--- src/rtl/jk_bank_pkg.sv ---
// Shared definitions for the JK bank arbiter: command encodings, FSM states
// and the per-bit JK next-state function.
package jk_bank_pkg;

  localparam logic [1:0] JK_HOLD = 2'b00;
  localparam logic [1:0] JK_CLR  = 2'b01;
  localparam logic [1:0] JK_SET  = 2'b10;
  localparam logic [1:0] JK_TGL  = 2'b11;

  // Widest bank jk_next supports; callers cast down to their own width.
  localparam int JK_MAX_W = 64;

  typedef enum logic {
    ARB    = 1'b0,
    LOCKED = 1'b1
  } arb_state_e;

  function automatic logic [JK_MAX_W-1:0] jk_next(input logic [JK_MAX_W-1:0] q,
                                                  input logic [JK_MAX_W-1:0] j,
                                                  input logic [JK_MAX_W-1:0] k);
    logic [JK_MAX_W-1:0] n;
    n = q;
    for (int b = 0; b < JK_MAX_W; b++) begin
      case ({j[b], k[b]})
        JK_HOLD: n[b] = q[b];
        JK_CLR:  n[b] = 1'b0;
        JK_SET:  n[b] = 1'b1;
        default: n[b] = ~q[b];
      endcase
    end
    return n;
  endfunction

endpackage

--- src/rtl/jk_bank_arbiter_jk_reg_bank.sv ---
// WIDTH-bit JK register bank with load enable; Q and Q_bar are both
// registered from one next-state value so they can never disagree.
module jk_reg_bank
  import jk_bank_pkg::*;
#(
  parameter int WIDTH = 8
) (
  input  logic             clk_i,
  input  logic             rst_i,
  input  logic             load_i,
  input  logic [WIDTH-1:0] j_i,
  input  logic [WIDTH-1:0] k_i,
  output logic [WIDTH-1:0] q_o,
  output logic [WIDTH-1:0] q_bar_o
);

  logic [WIDTH-1:0] q_q;
  logic [WIDTH-1:0] q_bar_q;
  logic [WIDTH-1:0] q_d;

  assign q_d = load_i ? WIDTH'(jk_next(JK_MAX_W'(q_q), JK_MAX_W'(j_i), JK_MAX_W'(k_i)))
                      : q_q;

  always_ff @(posedge clk_i) begin
    if (rst_i) begin
      q_q     <= '0;
      q_bar_q <= '1;
    end else begin
      q_q     <= q_d;
      q_bar_q <= ~q_d;
    end
  end

  assign q_o     = q_q;
  assign q_bar_o = q_bar_q;

endmodule

--- src/rtl/jk_bank_arbiter.sv ---
// Round-robin arbiter sharing one JK register bank between NREQ requesters,
// with a bounded lock mode for atomic multi-command sequences.
module jk_bank_arbiter
  import jk_bank_pkg::*;
#(
  parameter int NREQ     = 4,
  parameter int WIDTH    = 8,
  parameter int LOCK_MAX = 16,
  localparam int IDW     = $clog2(NREQ),
  localparam int CW      = $clog2(LOCK_MAX + 1)
) (
  input  logic                  clk_i,
  input  logic                  rst_i,
  input  logic [NREQ-1:0]       req_valid_i,
  output logic [NREQ-1:0]       req_ready_o,
  input  logic [NREQ-1:0]       req_lock_i,
  input  logic [NREQ*WIDTH-1:0] req_j_i,
  input  logic [NREQ*WIDTH-1:0] req_k_i,
  output logic [WIDTH-1:0]      q_o,
  output logic [WIDTH-1:0]      q_bar_o,
  output logic [IDW-1:0]        grant_id_o,
  output logic                  locked_o
);

  arb_state_e       state_q, state_d;
  logic [IDW-1:0]   ptr_q, ptr_d;
  logic [IDW-1:0]   owner_q, owner_d;
  logic [CW-1:0]    lcnt_q, lcnt_d;
  logic [NREQ-1:0]  ready;
  logic [IDW-1:0]   grant;
  logic             found;
  int               cand;
  logic [WIDTH-1:0] j_lane [NREQ];
  logic [WIDTH-1:0] k_lane [NREQ];

  genvar gi;
  generate
    for (gi = 0; gi < NREQ; gi++) begin : g_lane
      assign j_lane[gi] = req_j_i[gi*WIDTH +: WIDTH];
      assign k_lane[gi] = req_k_i[gi*WIDTH +: WIDTH];
    end
  endgenerate

  function automatic logic [IDW-1:0] ptr_after(input logic [IDW-1:0] i);
    return (int'(i) == NREQ - 1) ? '0 : i + 1'b1;
  endfunction

  always_comb begin
    state_d = state_q;
    ptr_d   = ptr_q;
    owner_d = owner_q;
    lcnt_d  = lcnt_q;
    ready   = '0;
    grant   = '0;
    found   = 1'b0;
    cand    = 0;
    case (state_q)
      ARB: begin
        for (int off = 0; off < NREQ; off++) begin
          cand = int'(ptr_q) + off;
          if (cand >= NREQ) cand = cand - NREQ;
          if (!found && req_valid_i[cand]) begin
            found = 1'b1;
            grant = IDW'(cand);
          end
        end
        if (found) begin
          ready[grant] = 1'b1;
          if (req_lock_i[grant]) begin
            state_d = LOCKED;
            owner_d = grant;
            lcnt_d  = CW'(1);
          end else begin
            ptr_d = ptr_after(grant);
          end
        end
      end
      LOCKED: begin
        lcnt_d = lcnt_q + 1'b1;
        if (req_valid_i[owner_q]) begin
          ready[owner_q] = 1'b1;
          grant          = owner_q;
        end
        // A lock request on the timeout edge is ignored: the window is hard.
        if ((req_valid_i[owner_q] && !req_lock_i[owner_q]) || lcnt_q == CW'(LOCK_MAX)) begin
          state_d = ARB;
          ptr_d   = ptr_after(owner_q);
          lcnt_d  = '0;
        end
      end
      default: state_d = ARB;
    endcase
    if (rst_i) begin
      ready = '0;
      grant = '0;
    end
  end

  always_ff @(posedge clk_i) begin
    if (rst_i) begin
      state_q <= ARB;
      ptr_q   <= '0;
      owner_q <= '0;
      lcnt_q  <= '0;
    end else begin
      state_q <= state_d;
      ptr_q   <= ptr_d;
      owner_q <= owner_d;
      lcnt_q  <= lcnt_d;
    end
  end

  jk_reg_bank #(
    .WIDTH(WIDTH)
  ) u_bank (
    .clk_i  (clk_i),
    .rst_i  (rst_i),
    .load_i (|ready),
    .j_i    (j_lane[grant]),
    .k_i    (k_lane[grant]),
    .q_o    (q_o),
    .q_bar_o(q_bar_o)
  );

  assign req_ready_o = ready;
  assign grant_id_o  = grant;
  assign locked_o    = (state_q == LOCKED);

endmodule
--- config.mk ---
export PLATFORM = sky130hd
export DESIGN_NAME = jk_bank_arbiter
export DESIGN_NICKNAME = d
export VERILOG_FILES = /design/src/rtl/jk_bank_pkg.sv /design/src/rtl/jk_bank_arbiter_jk_reg_bank.sv /design/src/rtl/jk_bank_arbiter.sv
export SDC_FILE = /design/constraint.sdc
export NUM_CORES = 1
export LEC_CHECK = 0
export BUFFER_PORTS_ARGS = -buffer_cell sky130_fd_sc_hd__buf_2
export CAP_MARGIN = 30
export CORE_MARGIN = 1
export CORE_UTILIZATION = 51
export CTS_CLUSTER_SIZE = 16
export DETAILED_ROUTE_END_ITERATION = 12
export GPL_TIMING_DRIVEN = 1
export PLACE_DENSITY = 0.95
export SLEW_MARGIN = 0
export SYNTH_ARGS = -nofsm -noshare
export SYNTH_HDL_FRONTEND = slang
export SYNTH_HIERARCHICAL = 1
export SYNTH_SLANG_ARGS = --single-unit
--- constraint.sdc ---
create_clock -name clk_i -period 5.61 [get_ports clk_i]
set_input_delay 1.122 -clock clk_i [delete_from_list [all_inputs] [get_ports clk_i]]
set_output_delay 1.122 -clock clk_i [all_outputs]
set_load 0.05 [all_outputs]
==> impl_metrics.env, run 1 <==
export IMPL_status="complete, no violations"
export IMPL_cts_inserted_buffers=3
export IMPL_synthesis_nets=309
export IMPL_io_pins=97
export IMPL_fin_crit_sh=0.713
export IMPL_slew_headroom=0.556
export IMPL_core_um2=3770
export IMPL_yosysTopAreaCellShare=0.250
export IMPL_worst_ep_required_time_ps=4490
export IMPL_fin_skew_ps=3.98
export IMPL_num_rows=22
export IMPL_worstSetupEndpointType="output port"
export IMPL_fin_setup_tns_ps=0
export IMPL_crit_start="req_valid_i[2]"
export IMPL_yosys_top_cells_area="dfxtp_1 (25%), mux2i_1 (24%), ha_1 (6.0%)"
export IMPL_grt_pass1_wl_mm=8.03
export IMPL_ant_nets=0
export IMPL_drv_cap=0
export IMPL_setup_violations_final=0
export IMPL_vias_per_cell=5.65
export IMPL_crit_chain="buf_2, nor2b_1, a21o_1, a211o_2, o21ai_0, nor2b_2, buf_4, buf_2"
export IMPL_power_density_nw_per_um2=449
export IMPL_wl_per_cell_um=14.5
export IMPL_insertion_delay_ps=260
export IMPL_place_congestion=0.893
export IMPL_cts_tree="done"
export IMPL_diodes=0
export IMPL_timing_rr_start="ptr_q[1]"
export IMPL_dpl_hpwl_mm=4.18
export IMPL_start_kind="input pin"
export IMPL_cts_buffer_depth=2
export IMPL_switchingPower_uw=603
export IMPL_clockPowerShare=0.100
export IMPL_cpPeakStageDelay_ps=370
export IMPL_numPortBuffers=96
export IMPL_path_max_fanout=17
export IMPL_worst_pin_slew_ps=660
export IMPL_die_area_um2=4340
export IMPL_yosysMostFrequentCell="mux2i_1"
export IMPL_period_needed_ps=4000
export IMPL_antenna_found_initial=0
export IMPL_ys_seq_elements=26
export IMPL_drive_gt1_frac=0.366
export IMPL_wirelength_mm=5.27
export IMPL_nNetsFinal=399
export IMPL_clkTransAtPathRegs_ps=90
export IMPL_crit_type="input pin to output port"
export IMPL_yosysSeqAreaShare=0.250
export IMPL_synth_common_cells="mux2i_1 (50), dfxtp_1 (26), nor2_1 (17), nand2_1 (16)"
export IMPL_synth_top_area_cell="dfxtp_1"
export IMPL_syn_area_per_cell_um2=9.24
export IMPL_ys_warn_count=6
export IMPL_root_buffer="clkbuf_8"
export IMPL_final_hold_viol_count=0
export IMPL_grt_ovfl_total=0
export IMPL_slew_viol_final=0
export IMPL_ir_worst_vdd_mv=0.306
export IMPL_dr_pass1_iters=4
export IMPL_hold_slack_ps=479
export IMPL_num_vias=2045
export IMPL_fmax_mhz=250
export IMPL_cp_slowest_cell="a211o_2"
export IMPL_p_leak_uw=0.00140
export IMPL_drcViolationCount=0
export IMPL_rsz0062_at_grt="no"
export IMPL_grt_pass1_vias=1833
export IMPL_path_buf_inv=3
export IMPL_netlist_instances=225
export IMPL_synth_ff_type="dfxtp_1"
export IMPL_cp_arrival_ps=2880
export IMPL_post_cts_buffers=0
export IMPL_grt_max_degree=34
export IMPL_fill_cells=293
export IMPL_syn2layout_area_growth_pct=25.5
export IMPL_h_tree_depth=1
export IMPL_cts_resized=0
export IMPL_critPathTopFamily="buffers and inverters"
export IMPL_hold_path_class="flip-flop to flip-flop"
export IMPL_intPower_uw=568
export IMPL_cts_num_sinks=26
export IMPL_synth_edf_count=0
export IMPL_grt_usage=0.242
export IMPL_drt_iter0_drc=107
export IMPL_start_util=0.551
export IMPL_async_flop_share=0
export IMPL_switching_share=0.515
export IMPL_p_seq_frac=0.273
export IMPL_yosysUniqueCellTypes=41
export IMPL_pwr_share_comb=0.627
export IMPL_cpMostUsedCell="buf_2"
export IMPL_syn_cell_area_um2=2080
export IMPL_postCtsHoldBufs=0
export IMPL_die_h_um=65.9
export IMPL_die_w_um=65.9
worst paths after layout:
kind | to | depth (start not counted) | slack [ps]
setup / recovery | grant_id_o[0] | 8 | 1610
setup reg to reg | flip-flop | 10 | 2550
hold reg to reg | u_bank/q_bar_o[3] | 1 | 480
hold / removal | u_bank/q_bar_o[3] | 1 | 480
placed cells by master, fill, tap and decap left out, types with 3 or more instances in the layout:
cell type,Yosys,routed
buf_2,3,96
mux2i_1,50,50
nand2_1,16,16
a22o_1,3,3
clkbuf_8,0,4
nand3_1,7,7
a21oi_1,6,6
inv_1,10,10
a31oi_1,8,8
and4bb_1,8,8
a22oi_1,4,4
dfxtp_1,26,26
nor2b_1,4,3
ha_1,10,10
nor2_1,17,17
a31o_1,8,8
o21ai_0,5,5
power by group through the flow:
stage | Clock [µW] | Combinational [µW] | Sequential, µW
final | 117 | 734 | 320
after CTS | 120 | 733 | 320
after global placement | 0 | 711 | 319
after detailed placement | 0 | 730 | 324
after global routing | 128 | 786 | 330
after floorplan | 0 | 405 | 494
routing by layer:
layer	GRT usage	up-vias	share of wire
met5	0	-	0
met4	0.111	0	0.032
met3	0.0362	16	0.054
met2	0.443	71	0.51
met1	0.272	943	0.40
li1	-	1015	-
per-stage QoR:
step / setup slack (ps) / util / cells / instance area, µm² / total power (µW)
after global placement: 1660 / 0.678 / 358 / 2550 / 1030
final: 1610 / 0.692 / 362 / 2610 / 1170
after CTS: 1630 / 0.692 / 362 / 2610 / 1170
after global routing: 1520 / 0.692 / 362 / 2610 / 1240
after detailed placement: 1640 / 0.678 / 358 / 2550 / 1050
after floorplan: 1720 / - / 225 / 2080 / 900
cell families (layout without fill, tap and decap cells):
family | count (synthesis) | after routing | share of synthesized area
fa+ha+maj | 10 | 10 | 0.0602
compound gates | 47 | 47 | 0.172
xor+xnor | 2 | 2 | 0.00843
mux | 54 | 54 | 0.273
flops | 26 | 26 | 0.250
buf+inv | 25 | 114 | 0.0668
simple gates | 61 | 61 | 0.169
final cells by class:
| type | count | area [µm²] | share of cell area |
|---|---|---|---|
| Clock buffer | 4 | 55.1 | 0.0211 |
| Inverter | 12 | 45.0 | 0.0173 |
| Multi-Input combinational cell | 174 | 1430 | 0.549 |
| Sequential cell | 26 | 520 | 0.199 |
| Tap cell | 48 | 60.1 | 0.0230 |
| Timing Repair Buffer | 98 | 495 | 0.190 |
(Power assumes the default switching activity.)
==> inputs of run 2 (changes only) <==
Settings changed: CORE_UTILIZATION 51 to 47, PLACE_DENSITY 0.95 to 0.92.
Clock period 5.61 ns to 3.8 ns, I/O delays scaled along.
==> impl_metrics.env, run 2 (synthesis results as in run 1) <==
export IMPL_pwr_share_comb=0.607
export IMPL_syn2layout_area_growth_pct=26.8
export IMPL_cts_tree="done"
export IMPL_cts_buffer_depth=2
export IMPL_worstSetupEndpointType="flip-flop"
export IMPL_die_h_um=68.5
export IMPL_period_needed_ps=3260
export IMPL_drt_iter0_drc=110
export IMPL_clkTransAtPathRegs_ps=90
export IMPL_start_util=0.505
export IMPL_ir_worst_vdd_mv=0.506
export IMPL_core_um2=4120
export IMPL_final_cell_mix="buf_2 (96), mux2i_1 (50), dfxtp_1 (26)"
export IMPL_crit_type="input pin to flip-flop"
export IMPL_drcViolationCount=0
export IMPL_antenna_found_initial=0
export IMPL_setup_violations_final=0
export IMPL_dpl_hpwl_mm=4.35
export IMPL_numPortBuffers=96
export IMPL_intPower_uw=887
export IMPL_place_congestion=0.933
export IMPL_cts_resized=0
export IMPL_slew_viol_final=0
export IMPL_busiest_layer="met2"
export IMPL_start_kind="input pin"
export IMPL_grt_max_degree=33
export IMPL_hold_path_class="flip-flop to flip-flop"
export IMPL_met1_usage=0.263
export IMPL_num_rows=23
export IMPL_postCtsHoldBufs=0
export IMPL_grtUsageMet2=0.407
export IMPL_h_tree_depth=1
export IMPL_io_pins=97
export IMPL_die_area_um2=4690
export IMPL_cts_inserted_buffers=3
export IMPL_fmax_mhz=307
export IMPL_grt_pass1_wl_mm=8.09
export IMPL_fin_crit_sh=0.858
export IMPL_die_w_um=68.5
export IMPL_grt_pass1_vias=1843
export IMPL_cp_slowest_cell="or4_1"
export IMPL_final_common_cell="buf_2"
export IMPL_wl_per_cell_um=15.3
export IMPL_switchingPower_uw=910
export IMPL_cts_num_sinks=26
export IMPL_rsz0062_at_grt="no"
export IMPL_dr_pass1_iters=4
export IMPL_path_max_fanout=16
export IMPL_nNetsFinal=400
export IMPL_final_hold_viol_count=0
export IMPL_fin_setup_tns_ps=0
export IMPL_crit_chain="buf_2, or2b_1, a21o_1, nand2_1, inv_1, ha_1, a22oi_1, nor2_1, or4_1, and4bb_1, a31o_1"
export IMPL_status="complete, no violations"
export IMPL_p_seq_frac=0.266
export IMPL_worst_pin_slew_ps=550
export IMPL_drv_cap=0
export IMPL_cpPeakStageDelay_ps=800
export IMPL_grt_ovfl_total=0
export IMPL_slew_headroom=0.633
export IMPL_fin_skew_ps=9.41
export IMPL_worst_ep_required_time_ps=3970
export IMPL_drive_gt1_frac=0.368
export IMPL_vias_per_cell=5.81
export IMPL_grt_usage=0.227
export IMPL_grt_use_met3=0.0592
export IMPL_post_cts_buffers=0
export IMPL_cp_arrival_ps=3440
export IMPL_switching_share=0.507
export IMPL_num_vias=2121
export IMPL_power_density_nw_per_um2=682
export IMPL_utilization=0.641
export IMPL_p_leak_uw=0.00142
export IMPL_ant_nets=0
export IMPL_insertion_delay_ps=270
export IMPL_root_buffer="clkbuf_8"
export IMPL_clockPowerShare=0.127
export IMPL_diodes=0
export IMPL_wirelength_mm=5.58
==> run 2: cell count changes in the layout (fill, tap and decap cells not counted), sizes merged <==
cell	previous run	this run
buf	98	99
bufinv	0	1
clkbuf	4	3
==> run 2: critical path: cells and delay by family <==
family                     cells  cell delay, ps
and+or+nand+nor                5            1670
AOI/OAI and AO/OA              3             580
buffers and inverters          2             220
adders and majority gates      1             180
==> run 2: cell type report <==
type	count	area [µm²]
flip-flops and latches	26	520
multi-input cells	174	1430
well taps	50	62.6
inverters	12	45.0
clock buffers	3	41.3
repair buffers	99	503
clock inverters	1	30.0
fillers	338	1480
==> run 2: routing by layer <==
layer | vias to the layer above | part of all wire
met5 | - | 0
met4 | 0 | 0.0088
met3 | 4 | 0.057
met2 | 76 | 0.54
met1 | 1026 | 0.39
li1 | 1015 | -
==> run 2: per-stage QoR <==
| stage | cells | cell area (µm²) | power, µW | setup slack, ps | hold slack, ps |
|---|---|---|---|---|---|
| 2_1_floorplan | 225 | 2080 | 1330 | 487 | 484 |
| 3_3_place_gp | 361 | 2560 | 1530 | 451 | 462 |
| 3_5_place_dp | 361 | 2560 | 1560 | 326 | 467 |
| 4_1_cts | 365 | 2640 | 1790 | 601 | 488 |
| 5_1_grt | 365 | 2640 | 1900 | 414 | 512 |
| 6_report | 365 | 2640 | 1800 | 538 | 495 |
==> run 2: power by group through the flow <==
stage                     clock [µW]  sequential, µW  combinational, µW
after global routing             245             492               1160
after detailed placement           0             480               1080
after CTS                        229             475               1090
final                            228             478               1090
after global placement             0             473               1050
after floorplan                    0             730                598
==> run 2: worst paths after layout <==
path | startpoint | endpoint | slack (ps) | cells after the start
hold / removal | flip-flop | u_bank/q_bar_o[6] | 500 | 1
hold reg to reg | flip-flop | u_bank/q_bar_o[6] | 500 | 1
setup reg to reg | ptr_q[1] | flip-flop | 700 | 10
setup / recovery | req_valid_i[0] | flip-flop | 540 | 11
==> inputs of run 3 (changes only) <==
Settings changed: CORE_ASPECT_RATIO set to 0.8.
==> impl_metrics.env, run 3 (synthesis results as in run 1) <==
export IMPL_drcViolationCount=0
export IMPL_antenna_found_initial=0
export IMPL_grt_pass1_vias=1827
export IMPL_num_vias=2084
export IMPL_ff2ff_path_depth=7
export IMPL_final_hold_viol_count=0
export IMPL_regToRegSetupSlack_ps=700
export IMPL_diodes=0
export IMPL_ir_worst_vdd_mv=0.502
export IMPL_grt_ovfl_total=0
export IMPL_drive_gt1_frac=0.368
export IMPL_cts_inserted_buffers=3
export IMPL_grt_usage=0.227
export IMPL_numPortBuffers=96
export IMPL_grt_max_degree=27
export IMPL_crit_type="input pin to flip-flop"
export IMPL_fin_skew_ps=6.24
export IMPL_place_congestion=0.925
export IMPL_ant_nets=0
export IMPL_path_max_fanout=16
export IMPL_worst_pin_slew_ps=541
export IMPL_fin_crit_sh=0.873
export IMPL_root_buffer="clkbuf_8"
export IMPL_fmax_mhz=301
export IMPL_nNetsFinal=400
export IMPL_fill_cells=348
export IMPL_final_common_cell="buf_2"
export IMPL_dpl_hpwl_mm=4.37
export IMPL_clkTransAtPathRegs_ps=90
export IMPL_status="complete, no violations"
export IMPL_post_cts_buffers=0
export IMPL_grt_pass1_wl_mm=8.51
export IMPL_vias_per_cell=5.60
export IMPL_start_util=0.495
export IMPL_wl_per_cell_um=15.1
export IMPL_num_rows=21
export IMPL_rsz0062_at_grt="no"
export IMPL_period_needed_ps=3320
export IMPL_start_kind="input pin"
export IMPL_cts_buffer_depth=2
export IMPL_worst_ep_required_time_ps=3960
export IMPL_h_tree_depth=1
export IMPL_cts_resized=0
export IMPL_final_cell_mix="buf_2 (96), mux2i_1 (50), dfxtp_1 (26)"
export IMPL_min_to="u_bank/q_bar_o[0]"
export IMPL_holdPathStages=1
export IMPL_setup_violations_final=0
export IMPL_p_leak_uw=0.00142
export IMPL_cts_tree="done"
export IMPL_cp_arrival_ps=3480
export IMPL_die_area_um2=4700
export IMPL_worstSetupEndpointType="flip-flop"
export IMPL_syn2layout_area_growth_pct=27.0
export IMPL_wirelength_mm=5.60
export IMPL_die_h_um=61.5
export IMPL_hold_path_class="flip-flop to flip-flop"
export IMPL_slew_viol_final=0
export IMPL_postCtsHoldBufs=0
export IMPL_io_pins=97
export IMPL_cts_num_sinks=26
export IMPL_totalPowerFinal_uw=1750
export IMPL_drv_cap=0
export IMPL_timing_rr_start="owner_q[0]"
export IMPL_core_um2=4200
export IMPL_power_density_nw_per_um2=662
export IMPL_slew_headroom=0.639
export IMPL_fin_setup_tns_ps=0
export IMPL_insertion_delay_ps=270
export IMPL_drt_iter0_drc=145
export IMPL_dr_pass1_iters=4
export IMPL_die_w_um=76.4
[run 3: cell types whose count changed in the layout (fill, tap and decap cells not counted)]
cell / before / now
buf_12: 0 / 1
buf_4: 3 / 2
bufinv_16: 1 / 0
clkbuf_8: 3 / 4
[run 3: where the power goes]
part | total (µW) | internal (µW) | leakage, µW | switching (µW)
logic | 1090 | 376 | 0.00117 | 716
registers | 479 | 375 | 0.000214 | 103
clock network | 177 | 92.6 | 0.0000288 | 84.7
total | 1750 | 844 | 0.00142 | 904
[run 3: layout make-up]
cell class	count	area [µm²]	share of cell area
timing repair buffer	99	515	0.195
tap	57	71.3	0.0270
inverter	12	45.0	0.0171
multi-input combinational	174	1430	0.543
clock buffer	4	55.1	0.0208
sequential	26	520	0.197
[run 3: how the worst max path moves through the flow]
| stage | startpoint | endpoint | slack [ps] | depth (start not counted) |
|---|---|---|---|---|
| 3_3_place_gp | req_valid_i[2] | flip-flop | 450 | 10 |
| 2_1_floorplan | req_valid_i[3] | flip-flop | 490 | 11 |
| 6_report | req_valid_i[0] | flip-flop | 480 | 11 |
| 5_1_grt | req_valid_i[0] | flip-flop | 360 | 11 |
| 4_1_cts | req_valid_i[0] | flip-flop | 550 | 11 |
| 3_5_place_dp | req_valid_i[0] | flip-flop | 290 | 11 |
[run 3: stage by stage]
step / utilization / setup WS [ps] / cells / hold WS (ps) / cell area (µm²)
floorplan: - / 487 / 225 / 484 / 2080
finish: 0.628 / 483 / 372 / 491 / 2640
global route: 0.628 / 361 / 372 / 513 / 2640
detailed placement: 0.615 / 288 / 368 / 474 / 2590
global placement: 0.615 / 452 / 368 / 465 / 2590
CTS: 0.628 / 555 / 372 / 488 / 2640
[run 3: per-layer routing]
layer	global-route usage	wire, µm	share of wire	up-vias
li1	-	-	-	1012
met1	0.294	2500	0.45	1009
met2	0.407	2840	0.51	61
met3	0.0370	243	0.043	2
met4	0.0495	26	0.0046	0
met5	0	0	0	-
[run 3: worst max-delay path, stage by stage]
cell and delay, ps:
buf_2 130, or2b_1 280, a21o_1 210, nand2_1 170, inv_1 100, ha_1 180
a22oi_1 170, nor2_1 80, or4_1 820, and4bb_1 360, a31o_1 200
